`src/rtl/tsc_control_unit.sv`:
```
`default_nettype none
// ============================================================================
// Module   : tsc_control_unit
// Purpose  : Multicycle FETCH/DECODE/EXEC/MEM/WB control FSM for the 16-bit
//            TSC CPU. Optional memory-wait timeout: define CTRL_TIMEOUT_EN.
// Revision : 1.0 - initial release
// ============================================================================
module tsc_control_unit #(
    parameter int WORD_SIZE      = 16,
    parameter int TIMEOUT_CYCLES = 15
) (
    input  logic                 clk,
    input  logic                 reset,
    input  logic [3:0]           opcode,
    input  logic [5:0]           func_code,
    input  logic                 input_ready,
    output logic                 read_m,
    output logic                 write_m,
    output logic                 i_or_d,
    output logic                 pc_write,
    output logic                 pc_write_cond,
    output logic [1:0]           pc_src,
    output logic                 ir_write,
    output logic                 i_mem_write,
    output logic                 d_mem_write,
    output logic [3:0]           alu_op,
    output logic                 alu_src_a,
    output logic [1:0]           alu_src_b,
    output logic                 alu_src_swap,
    output logic                 reg_write,
    output logic [1:0]           reg_write_src,
    output logic [1:0]           reg_dst,
    output logic                 output_write,
    output logic [WORD_SIZE-1:0] num_inst,
    output logic                 is_halted,
    output logic                 fault
);

    localparam logic [2:0] c_ST_FETCH  = 3'd0;
    localparam logic [2:0] c_ST_DECODE = 3'd1;
    localparam logic [2:0] c_ST_EXEC   = 3'd2;
    localparam logic [2:0] c_ST_MEM    = 3'd3;
    localparam logic [2:0] c_ST_WB     = 3'd4;
    localparam logic [2:0] c_ST_HALT   = 3'd5;
    localparam logic [2:0] c_ST_FAULT  = 3'd6;

    localparam logic [3:0] c_ALU_ADD = 4'd0;
    localparam logic [3:0] c_ALU_ORR = 4'd3;
    localparam logic [3:0] c_ALU_EQ  = 4'd8;
    localparam logic [3:0] c_ALU_NE  = 4'd9;
    localparam logic [3:0] c_ALU_GTZ = 4'd10;
    localparam logic [3:0] c_ALU_LTZ = 4'd11;

    localparam logic [1:0] c_SRCB_ONE  = 2'd0;
    localparam logic [1:0] c_SRCB_REG  = 2'd1;
    localparam logic [1:0] c_SRCB_IMM  = 2'd2;
    localparam logic [1:0] c_SRCB_ZERO = 2'd3;

    localparam logic [1:0] c_PC_JUMP   = 2'd1;
    localparam logic [1:0] c_PC_BRANCH = 2'd2;
    localparam logic [1:0] c_PC_REG    = 2'd3;

    localparam logic [1:0] c_WSRC_IMM = 2'd0;
    localparam logic [1:0] c_WSRC_ALU = 2'd1;
    localparam logic [1:0] c_WSRC_MDR = 2'd2;
    localparam logic [1:0] c_WSRC_PC  = 2'd3;

    localparam logic [1:0] c_DST_RT = 2'd0;
    localparam logic [1:0] c_DST_RD = 2'd1;
    localparam logic [1:0] c_DST_R2 = 2'd2;

    logic [2:0] r_state;
    logic [2:0] w_state_nxt;
    logic [2:0] w_state_sel;
    logic       w_retire;

    // Instruction classes, decoded from the IR fields held by the datapath.
    logic w_is_branch, w_is_adi, w_is_ori, w_is_lhi, w_is_lwd, w_is_swd;
    logic w_is_jmp, w_is_jal, w_is_r, w_is_ralu, w_is_jpr, w_is_jrl;
    logic w_is_wwd, w_is_hlt;

    assign w_is_branch = (opcode[3:2] == 2'b00);
    assign w_is_adi    = (opcode == 4'd4);
    assign w_is_ori    = (opcode == 4'd5);
    assign w_is_lhi    = (opcode == 4'd6);
    assign w_is_lwd    = (opcode == 4'd7);
    assign w_is_swd    = (opcode == 4'd8);
    assign w_is_jmp    = (opcode == 4'd9);
    assign w_is_jal    = (opcode == 4'd10);
    assign w_is_r      = (opcode == 4'd15);
    assign w_is_ralu   = w_is_r && (func_code < 6'd8);
    assign w_is_jpr    = w_is_r && (func_code == 6'd25);
    assign w_is_jrl    = w_is_r && (func_code == 6'd26);
    assign w_is_wwd    = w_is_r && (func_code == 6'd28);
    assign w_is_hlt    = w_is_r && (func_code == 6'd29);

    assign i_mem_write  = 1'b0;
    assign alu_src_swap = 1'b0;
    assign is_halted    = (r_state == c_ST_HALT);

    always_comb begin
        w_state_nxt   = r_state;
        w_retire      = 1'b0;
        read_m        = 1'b0;
        write_m       = 1'b0;
        i_or_d        = 1'b0;
        pc_write      = 1'b0;
        pc_write_cond = 1'b0;
        pc_src        = 2'd0;
        ir_write      = 1'b0;
        d_mem_write   = 1'b0;
        alu_op        = c_ALU_ADD;
        alu_src_a     = 1'b0;
        alu_src_b     = c_SRCB_ONE;
        reg_write     = 1'b0;
        reg_write_src = c_WSRC_IMM;
        reg_dst       = c_DST_RT;
        output_write  = 1'b0;
        case (r_state)
            c_ST_FETCH: begin
                read_m = 1'b1;
                if (input_ready) begin
                    ir_write    = 1'b1;
                    pc_write    = 1'b1;
                    w_state_nxt = c_ST_DECODE;
                end
            end
            c_ST_DECODE: begin
                alu_src_b   = c_SRCB_IMM;
                w_state_nxt = c_ST_EXEC;
            end
            c_ST_EXEC: begin
                w_state_nxt = c_ST_FETCH;
                w_retire    = 1'b1;
                if (w_is_branch) begin
                    alu_src_a     = 1'b1;
                    pc_write_cond = 1'b1;
                    pc_src        = c_PC_BRANCH;
                    case (opcode[1:0])
                        2'd0:    begin alu_op = c_ALU_NE;  alu_src_b = c_SRCB_REG;  end
                        2'd1:    begin alu_op = c_ALU_EQ;  alu_src_b = c_SRCB_REG;  end
                        2'd2:    begin alu_op = c_ALU_GTZ; alu_src_b = c_SRCB_ZERO; end
                        default: begin alu_op = c_ALU_LTZ; alu_src_b = c_SRCB_ZERO; end
                    endcase
                end else if (w_is_jmp || w_is_jal) begin
                    pc_write = 1'b1;
                    pc_src   = c_PC_JUMP;
                    if (w_is_jal) begin
                        reg_write     = 1'b1;
                        reg_dst       = c_DST_R2;
                        reg_write_src = c_WSRC_PC;
                    end
                end else if (w_is_jpr || w_is_jrl) begin
                    pc_write = 1'b1;
                    pc_src   = c_PC_REG;
                    if (w_is_jrl) begin
                        reg_write     = 1'b1;
                        reg_dst       = c_DST_R2;
                        reg_write_src = c_WSRC_PC;
                    end
                end else if (w_is_lhi) begin
                    reg_write     = 1'b1;
                    reg_dst       = c_DST_RT;
                    reg_write_src = c_WSRC_IMM;
                end else if (w_is_wwd) begin
                    output_write = 1'b1;
                end else if (w_is_hlt) begin
                    w_state_nxt = c_ST_HALT;
                end else if (w_is_adi || w_is_ori || w_is_lwd || w_is_swd) begin
                    alu_src_a   = 1'b1;
                    alu_src_b   = c_SRCB_IMM;
                    alu_op      = w_is_ori ? c_ALU_ORR : c_ALU_ADD;
                    w_retire    = 1'b0;
                    w_state_nxt = (w_is_lwd || w_is_swd) ? c_ST_MEM : c_ST_WB;
                end else if (w_is_ralu) begin
                    alu_src_a   = 1'b1;
                    alu_src_b   = c_SRCB_REG;
                    alu_op      = {1'b0, func_code[2:0]};
                    w_retire    = 1'b0;
                    w_state_nxt = c_ST_WB;
                end
            end
            c_ST_MEM: begin
                // Same ALU setup as EXEC keeps the data address stable.
                i_or_d    = 1'b1;
                alu_src_a = 1'b1;
                alu_src_b = c_SRCB_IMM;
                alu_op    = c_ALU_ADD;
                if (w_is_lwd) begin
                    read_m = 1'b1;
                end else begin
                    write_m     = 1'b1;
                    d_mem_write = 1'b1;
                end
                if (input_ready) begin
                    if (w_is_lwd) begin
                        w_state_nxt = c_ST_WB;
                    end else begin
                        w_state_nxt = c_ST_FETCH;
                        w_retire    = 1'b1;
                    end
                end
            end
            c_ST_WB: begin
                reg_write     = 1'b1;
                reg_dst       = w_is_ralu ? c_DST_RD : c_DST_RT;
                reg_write_src = w_is_lwd ? c_WSRC_MDR : c_WSRC_ALU;
                w_retire      = 1'b1;
                w_state_nxt   = c_ST_FETCH;
            end
            c_ST_HALT:  w_state_nxt = c_ST_HALT;
            c_ST_FAULT: w_state_nxt = c_ST_FAULT;
            default:    w_state_nxt = c_ST_FETCH;
        endcase
    end

`ifdef CTRL_TIMEOUT_EN
    localparam int c_CNT_W = $clog2(TIMEOUT_CYCLES + 1);

    logic [c_CNT_W-1:0] r_wait_cnt;
    logic               w_waiting;
    logic               w_timeout;

    assign w_waiting   = ((r_state == c_ST_FETCH) || (r_state == c_ST_MEM)) && !input_ready;
    assign w_timeout   = w_waiting && (r_wait_cnt == c_CNT_W'(TIMEOUT_CYCLES - 1));
    assign w_state_sel = w_timeout ? c_ST_FAULT : w_state_nxt;
    assign fault       = (r_state == c_ST_FAULT);

    // Any non-waiting cycle clears the count, so it starts at 0 on FETCH/MEM entry.
    always_ff @(posedge clk) begin
        if (reset || !w_waiting) begin
            r_wait_cnt <= '0;
        end else begin
            r_wait_cnt <= r_wait_cnt + c_CNT_W'(1);
        end
    end
`else
    logic w_unused_timeout;

    assign w_unused_timeout = (TIMEOUT_CYCLES != 0);
    assign w_state_sel      = w_state_nxt;
    assign fault            = 1'b0;
`endif

    always_ff @(posedge clk) begin
        if (reset) begin
            r_state  <= c_ST_FETCH;
            num_inst <= '0;
        end else begin
            r_state <= w_state_sel;
            if (w_retire) begin
                num_inst <= num_inst + WORD_SIZE'(1);
            end
        end
    end

endmodule
`default_nettype wire
```
`config.mk`:
```
export PLATFORM = sky130hd
export DESIGN_NAME = tsc_control_unit
export DESIGN_NICKNAME = d
export VERILOG_FILES = /design/src/rtl/tsc_control_unit.sv
export SDC_FILE = /design/constraint.sdc
export NUM_CORES = 1
export LEC_CHECK = 0
export CAP_MARGIN = 0
export CORE_MARGIN = 10
export CORE_UTILIZATION = 48
export CTS_CLUSTER_DIAMETER = 60
export DETAILED_ROUTE_END_ITERATION = 10
export PLACE_DENSITY = 0.81
export SLEW_MARGIN = 20
export SYNTH_ARGS = -nofsm -noshare
export SYNTH_HDL_FRONTEND = slang
export SYNTH_SLANG_ARGS = --single-unit
```
`constraint.sdc`:
```
create_clock -name clk -period 6.7 [get_ports clk]
set_input_delay 1.34 -clock clk [delete_from_list [all_inputs] [get_ports clk]]
set_output_delay 1.34 -clock clk [all_outputs]
set_load 0.02 [all_outputs]
```
# Yosys cells after proc, flatten, opt, wreduce, memory -nomap -nowiden
# Index checks and enable logic that the tools add are counted.
[op_classes]
n_reduce_logical = 17
n_addsub = 1
n_mux = 96
n_eq_ne = 22
n_lt_le_gt_ge = 1
[ops]
columns = ["operator", "n"]
rows = [
  ["two-way mux 3 bit", 19],
  ["two-way mux 2 bit", 24],
  ["two-way mux 1 bit", 41],
  ["equality test 6 x 5 -> 1 bit (second input constant)", 4],
  ["one-hot mux 3 bit (6 select lines)", 1],
  ["adder 16 x 1 -> 16 bit (second input constant)", 1],
  ["equality test 4 x 3 -> 1 bit (second input constant)", 4],
  ["equality test 4 bit (second input constant)", 4],
  ["one-hot mux 2 bit (2 select lines)", 3],
  ["equality test 3 bit (second input constant)", 3],
  ["two-way mux 4 bit", 2],
  ["one-hot mux 1 bit (2 select lines)", 4],
  ["equality test 3 x 2 -> 1 bit (second input constant)", 2],
  ["logical OR 1 bit", 6],
  ["< comparator 6 x 4 -> 1 bit (second input constant)", 1],
  ["one-hot mux 2 bit (3 select lines)", 1],
  ["logical AND 1 bit", 5],
  ["zero test 2 bit", 2],
  ["!= test 2 bit (second input constant)", 2],
  ["OR reduction 2 bit", 2],
  ["equality test 3 x 1 -> 1 bit (second input constant)", 1],
  ["zero test 3 bit", 1],
  ["one-hot mux 1 bit (3 select lines)", 1],
  ["equality test 2 x 1 -> 1 bit (second input constant)", 1],
  ["2 further kinds", 2],
]
[word_totals]
regBits = 19
word_cells = 139
out_inout_bits = 42
inputBits = 13

# Logic depth before layout (Yosys ltp)
# Gate-level depths: netlist of the first run.
[logic_depth]
word_depth = 12
ltp_mapped = 10
mapped_depth_nobuf = 8

# Worst setup path before layout of the first run
# Ideal clock, no wire load.
[synth_timing]
kind = "input-to-output"
start = "input opcode[0]"
end = "output pc_src[1]"
arrival_ps = 2745
required_time_ps = 5360
path_buffers = 0
cell_stages = 5
setup_slack_ps = 2615
cell_sequence = "ha_1 and4b_1 nand3_1 or3_1 o21ai_0"
[synth_via]
elab_chain_cells = 7
elab_cells_between_ends = 11
classes_between = "3 x eq/ne; 4 x mux; 4 x reduce/logical"
[synth_rtl]
columns = ["element", "line", "source"]
rows = [
  ["from (decl)", "14", "input logic [3:0] opcode,"],
  ["equality test 4 bit", "90", "assign w_is_r = (opcode == 4'd15);"],
  ["logical AND 1 bit (on tied branches)", "92, 93", ""],
  ["logical OR 1 bit", "153", "end else if (w_is_jpr || w_is_jrl) begin"],
  ["two-way mux 2 bit", "153", ""],
  ["two-way mux 2 bit (*)", "145", "end else if (w_is_jmp || w_is_jal) begin"],
  ["two-way mux 2 bit (*)", "135", "if (w_is_branch) begin"],
  ["two-way mux 2 bit (*)", "119", "case (r_state)"],
  ["to (decl)", "22", "output logic [1:0] pc_src,"],
]
# Mark *: on every way between the ends. The rest lies on a longest branch, timed or not.

# Worst setup path in the final report of the first run
[layout_timing]
start = "input opcode[1]"
end = "output pc_src[1]"
# The elaborated chain is that of the path after synthesis.

==> impl_metrics.env, run 1 <==
export IMPL_status="finished, final reports clean"
export IMPL_clkPwrFrac=0.257
export IMPL_stdcell_count=291
export IMPL_yosysSeqAreaShare=0.253
export IMPL_cap_violations=0
export IMPL_nets=266
export IMPL_dr_total_vias=1641
export IMPL_switching_power_mw=0.0699
export IMPL_grt_pass1_vias=1513
export IMPL_final_cell_mix="clkdlybuf4s50_1, dfxtp_1, a21oi_1, nand2_1, nor2_1"
export IMPL_drt_pass1_iter_count=5
export IMPL_synth_cell_area_um2=1500
export IMPL_drt_total_wl_um=4230
export IMPL_globalplace_congestion=0.896
export IMPL_antenna_found_initial=0
export IMPL_ys_ff_latch=19
export IMPL_dp_final_hpwl_um=3320
export IMPL_synth_top_area_cell="dfxtp_1"
export IMPL_power_density_nw_per_um2=114
export IMPL_drtIter0Drc=131
export IMPL_final_common_cell="clkdlybuf4s50_1"
export IMPL_switching_share=0.304
export IMPL_grt_pass1_wl_um=6990
export IMPL_worstSetupEndpointType="output pin"
export IMPL_critPathKind="in2out"
export IMPL_yosys_top_cells_area="dfxtp_1, a21oi_1, o31ai_1, or4_1, nand2_1"
export IMPL_cts_tree="yes"
export IMPL_wl_per_cell_um=14.5
export IMPL_hold_violations=0
export IMPL_grt_max_degree=31
export IMPL_path_clk_slew_ps=110
export IMPL_fin_crit_ps=5080
export IMPL_rsz0062_at_grt="false"
export IMPL_max_vdd_ir_drop_uv=77.7
export IMPL_track_usage=0.140
export IMPL_p_leak_nw=0.709
export IMPL_cts_buffers=3
export IMPL_drtAntennaViolNets=0
export IMPL_cp_required_ps=5360
export IMPL_maxSlewViolCount=0
export IMPL_power_frac_comb=0.235
export IMPL_cts_hold_buffers_added=0
export IMPL_die_h_um=76.0
export IMPL_clock_path_buffers=2
export IMPL_post_place_cells=287
export IMPL_yosysUniqueCellTypes=48
export IMPL_grt_ovfl_total=0
export IMPL_die_area_um2=5770
export IMPL_cts_root_buf="clkbuf_4"
export IMPL_synth_top_area_share=0.253
export IMPL_path_max_fanout=6
export IMPL_post_drt_via_cell_ratio=5.64
export IMPL_start_kind="input pin"
export IMPL_post_cts_setup_buffers=0
export IMPL_syn2layout_area_growth_pct=34.3
export IMPL_setup_viol=0
export IMPL_seqPwrFrac=0.509
export IMPL_htree_num_levels=1
export IMPL_drive_above_1_share=0.0526
export IMPL_fin_skew_ps=5.83
export IMPL_synth_area_per_cell_um2=7.40
export IMPL_relSlewSlack=0.538
export IMPL_rows=20
export IMPL_die_w_um=76.0
export IMPL_tightest_slew_ps=691
export IMPL_portBuffers=51
export IMPL_n_antenna_cell=0
export IMPL_p_int_mw=0.160
export IMPL_postSynthCellCount=203
export IMPL_hp_class="reg2reg"
export IMPL_start_util=0.496
export IMPL_io_pins=55
export IMPL_core_um2=3030
export IMPL_setup_slack_ps=1620
export IMPL_postCtsResizedCells=0
export IMPL_yosysWarnings=0
export IMPL_period_share=0.758
export IMPL_cp_data_arrival_time_ps=3740
export IMPL_drcViolationCount=0
export IMPL_worstSkewPairLatency_ps=310
export IMPL_final_setup_tns_ps=0
export IMPL_post_place_ws_ps=1680
export IMPL_fmax_mhz=197
export IMPL_cts_sinks=19
worst max-delay path, cell delays in order:
cell,delay [ps]
clkdlybuf4s50_1,520
ha_1,240
and4b_1,250
nand3_1,180
or3_1,370
o21ai_0,190
clkdlybuf4s50_1,650
sequential cells by signal, indices dropped and copies added (netlist names):
register	flops
num_inst	16
r_state	3
metal layers:
metal / global-route usage / share of wire / routed length (um)
met1: 0.156 / 0.43 / 1820
met2: 0.228 / 0.47 / 1970
met3: 0.0649 / 0.092 / 389
met4: 0.0455 / 0.011 / 45
met5: 0 / 0 / 0
final timing paths:
| check | end | depth (start not counted) | start | slack, ps |
|---|---|---|---|---|
| max | pc_src[1] | 7 | opcode[1] | 1620 |
| min | num_inst[15]$_SDFFE_PP0P_ | 2 | num_inst[15]$_SDFFE_PP0P_ | 490 |
| max reg2reg | num_inst[10]$_SDFFE_PP0P_ | 7 | r_state[1]$_SDFFE_PP0P_ | 4420 |
| min reg2reg | num_inst[15]$_SDFFE_PP0P_ | 2 | num_inst[15]$_SDFFE_PP0P_ | 490 |
cells in the mapped netlist (all sizes together):
| master | count |
|---|---|
| dfxtp | 19 |
| a21oi | 18 |
| nand2 | 17 |
| nor2 | 15 |
| o21ai | 13 |
| buf | 11 |
| nand3 | 11 |
| o31ai | 11 |
| inv | 10 |
| or4 | 10 |
| nor2b | 6 |
| ha | 5 |
| nand2b | 5 |
| or3 | 5 |
| and3 | 4 |
| nand4 | 4 |
| a22oi | 3 |
| a31oi | 3 |
| and2 | 3 |
| clkbuf | 3 |
| nand3b | 3 |
| nor3 | 3 |
| o22ai | 2 |
| xor2 | 2 |
| a311oi | 1 |
| a31o | 1 |
| and4 | 1 |
| and4b | 1 |
| conb | 1 |
| mux2i | 1 |
| nand4b | 1 |
| nor3b | 1 |
| nor4 | 1 |
| o211ai | 1 |
| o21a | 1 |
| o21ba | 1 |
| o22a | 1 |
| o31a | 1 |
| or2 | 1 |
| or3b | 1 |
| xnor2 | 1 |
stage by stage:
step,hold slack [ps],total power [mW],instance area [um2],util
finish,492,0.230,2020,0.667
global route,507,0.243,2020,0.667
CTS,491,0.233,2020,0.667
detailed placement,476,0.173,1990,0.657
global placement,470,0.173,1990,0.657
floorplan,551,0.153,1510,-
power groups by stage:
| stage | Clock (mW) | Combinational (mW) | Sequential [mW] |
|---|---|---|---|
| floorplan | 0 | 0.0348 | 0.118 |
| global placement | 0 | 0.0534 | 0.119 |
| detailed placement | 0 | 0.0537 | 0.120 |
| CTS | 0.0618 | 0.0539 | 0.117 |
| global route | 0.0664 | 0.0591 | 0.118 |
| finish | 0.0591 | 0.0540 | 0.117 |
cells by family after synthesis:
kind of cell / count (synthesis) / share of synthesized area
AND/OR/NAND/NOR: 93 / 0.355
other: 1 / 0.00250
AO/OA/AOI/OAI: 57 / 0.237
XOR/XNOR: 3 / 0.0175
buffers and inverters: 24 / 0.0866
flip-flops: 19 / 0.253
multiplexers: 1 / 0.00666
adder cells (fa/ha/maj): 5 / 0.0416
cell type report:
cell class,instances,area (um2)
multi-input combinational,162,1000
fill,283,1010
sequential,19,380
inverter,10,37.5
timing repair buffer,52,518
tap,44,55.1
clock inverter,1,5.00
clock buffer,3,22.5
No activity file was read; power rests on OpenSTA's default activity.
==> inputs of run 2 (changes only) <==
CORE_UTILIZATION = 40   (was 48)
PLACE_DENSITY = 0.72   (was 0.81)
clock period = 4.3 ns   (was 6.7 ns; I/O delays follow)
==> run 2 against run 1 <==
Against the previous run: non-clock buffer count is 1 higher; first-iteration DRC count fell by 27%; core utilization shrank 10 points; design area grew 1.5%; critical path type unchanged; largest cell class unchanged; largest power group unchanged.
==> impl_metrics.env, run 2 (same netlist as run 1, synthesis figures left out) <==
export IMPL_worstSetupEndpointType="output pin"
export IMPL_path_delay_family="buffers and inverters"
export IMPL_final_cell_area_um2=2050
export IMPL_grt_ovfl_total=0
export IMPL_cts_sinks=19
export IMPL_post_place_ws_ps=219
export IMPL_start_kind="input pin"
export IMPL_final_common_cell="clkdlybuf4s50_1"
export IMPL_multi_input_area_um2=1000
export IMPL_antenna_found_initial=0
export IMPL_post_place_cells=292
export IMPL_tightest_slew_ps=720
export IMPL_crit_start="opcode[1]"
export IMPL_crit_path_frequent_cell="clkdlybuf4s50_1"
export IMPL_status="finished, final reports clean"
export IMPL_critPathKind="in2out"
export IMPL_drcViolationCount=0
export IMPL_cts_buffers=3
export IMPL_fmax_mhz=244
export IMPL_rsz0062_at_grt="false"
export IMPL_hold_depth=2
export IMPL_final_seq_area_um2=380
export IMPL_cp_data_arrival_time_ps=3240
export IMPL_path_clk_slew_ps=80
export IMPL_hold_violations=0
export IMPL_hp_start="num_inst[15]$_SDFFE_PP0P_"
export IMPL_grt_max_degree=31
export IMPL_cts_root_buf="clkbuf_8"
export IMPL_drtIter0Drc=95
export IMPL_fin_skew_ps=7.49
export IMPL_period_share=0.953
export IMPL_postCtsResizedCells=0
export IMPL_cap_violations=0
export IMPL_die_area_um2=6610
export IMPL_path_buf_inv=2
export IMPL_largest_reg_flops=16
export IMPL_utilization=0.564
export IMPL_largest_register="num_inst"
export IMPL_die_w_um=81.3
export IMPL_relSlewSlack=0.518
export IMPL_post_drt_via_cell_ratio=5.55
export IMPL_dpl_instance_area_um2=2000
export IMPL_nets=267
export IMPL_dp_final_hpwl_um=3370
export IMPL_cp_required_ps=3440
export IMPL_post_cts_setup_buffers=0
export IMPL_cp_cell_sequence="clkdlybuf4s50_1 -> ha_1 -> and4b_1 -> nand3_1 -> or3_1 -> o21ai_0 -> clkdlybuf4s50_1"
export IMPL_power_density_nw_per_um2=191
export IMPL_n_antenna_cell=0
export IMPL_hp_class="reg2reg"
export IMPL_drtAntennaViolNets=0
export IMPL_portBuffers=51
export IMPL_r2r_cells=7
export IMPL_start_util=0.414
export IMPL_final_setup_tns_ps=0
export IMPL_drive_above_1_share=0.0565
export IMPL_clock_path_buffers=2
export IMPL_io_pins=55
export IMPL_core_um2=3630
export IMPL_setup_viol=0
export IMPL_rr_startpoint="r_state[1]$_SDFFE_PP0P_"
export IMPL_fillers=365
export IMPL_fin_crit_ps=4100
export IMPL_stdcell_count=296
export IMPL_slowest_delay_ps=650
export IMPL_cts_tree="yes"
export IMPL_rows=22
export IMPL_path_max_fanout=6
export IMPL_globalplace_congestion=0.823
export IMPL_cts_hold_buffers_added=0
export IMPL_crit_slowest_cell="clkdlybuf4s50_1"
export IMPL_drt_pass1_iter_count=4
export IMPL_syn2layout_area_growth_pct=36.4
export IMPL_hold_path_end="num_inst[15]$_SDFFE_PP0P_"
export IMPL_largest_registers="num_inst x16, r_state x3"
export IMPL_track_usage=0.130
export IMPL_drt_total_wl_um=4270
export IMPL_grt_pass1_wl_um=7130
export IMPL_final_cell_mix="clkdlybuf4s50_1, dfxtp_1, a21oi_1, nand2_1, nor2_1"
export IMPL_worst_r2r_endpoint="num_inst[8]$_SDFFE_PP0P_"
export IMPL_hold_ws_ps=487
export IMPL_die_h_um=81.3
export IMPL_total_power_mw=0.391
export IMPL_max_vdd_ir_drop_uv=156
export IMPL_worstSkewPairLatency_ps=260
export IMPL_maxSlewViolCount=0
export IMPL_htree_num_levels=1
export IMPL_setup_slack_ps=203
export IMPL_wl_per_cell_um=14.4
export IMPL_rrSetupSlack_ps=2030
export IMPL_grt_pass1_vias=1509
export IMPL_dr_total_vias=1643
export IMPL_p_leak_nw=0.722
## run 2: cell types whose count changed in the layout (fill, tap and decap cells not counted), sizes merged
cell	change
buf	+1
## run 2: routing by layer
layer | vias to the layer above | global-route usage | share of wire
met5 | - | 0 | 0
met4 | 0 | 0.0260 | 0.0082
met3 | 2 | 0.0475 | 0.065
met2 | 32 | 0.219 | 0.50
met1 | 778 | 0.156 | 0.43
li1 | 831 | - | -
## run 2: cell type report
cell class,count,area share
sequential,19,0.186
multi-input combinational,162,0.488
clock buffer,3,0.0201
timing repair buffer,53,0.256
clock inverter,1,0.00244
inverter,10,0.0183
tap,48,0.0293
## run 2: worst min-delay path, delay by kind of cell (launching register included)
kind | cells | cell delay [ps]
flip-flops | 1 | 330
AO/OA/AOI/OAI | 2 | 110
## run 2: worst max path at each step
stage / to / depth (start not counted)
floorplan: pc_src[1] / 5
global placement: pc_src[1] / 7
detailed placement: pc_src[1] / 7
CTS: pc_src[1] / 7
global route: pc_src[1] / 7
finish: pc_src[1] / 7
## run 2: report_power, final
| group | internal (mW) | switching, mW | total (mW) |
|---|---|---|---|
| logic | 0.0374 | 0.0473 | 0.0847 |
| registers | 0.178 | 0.00446 | 0.182 |
| clock network | 0.0644 | 0.0600 | 0.124 |
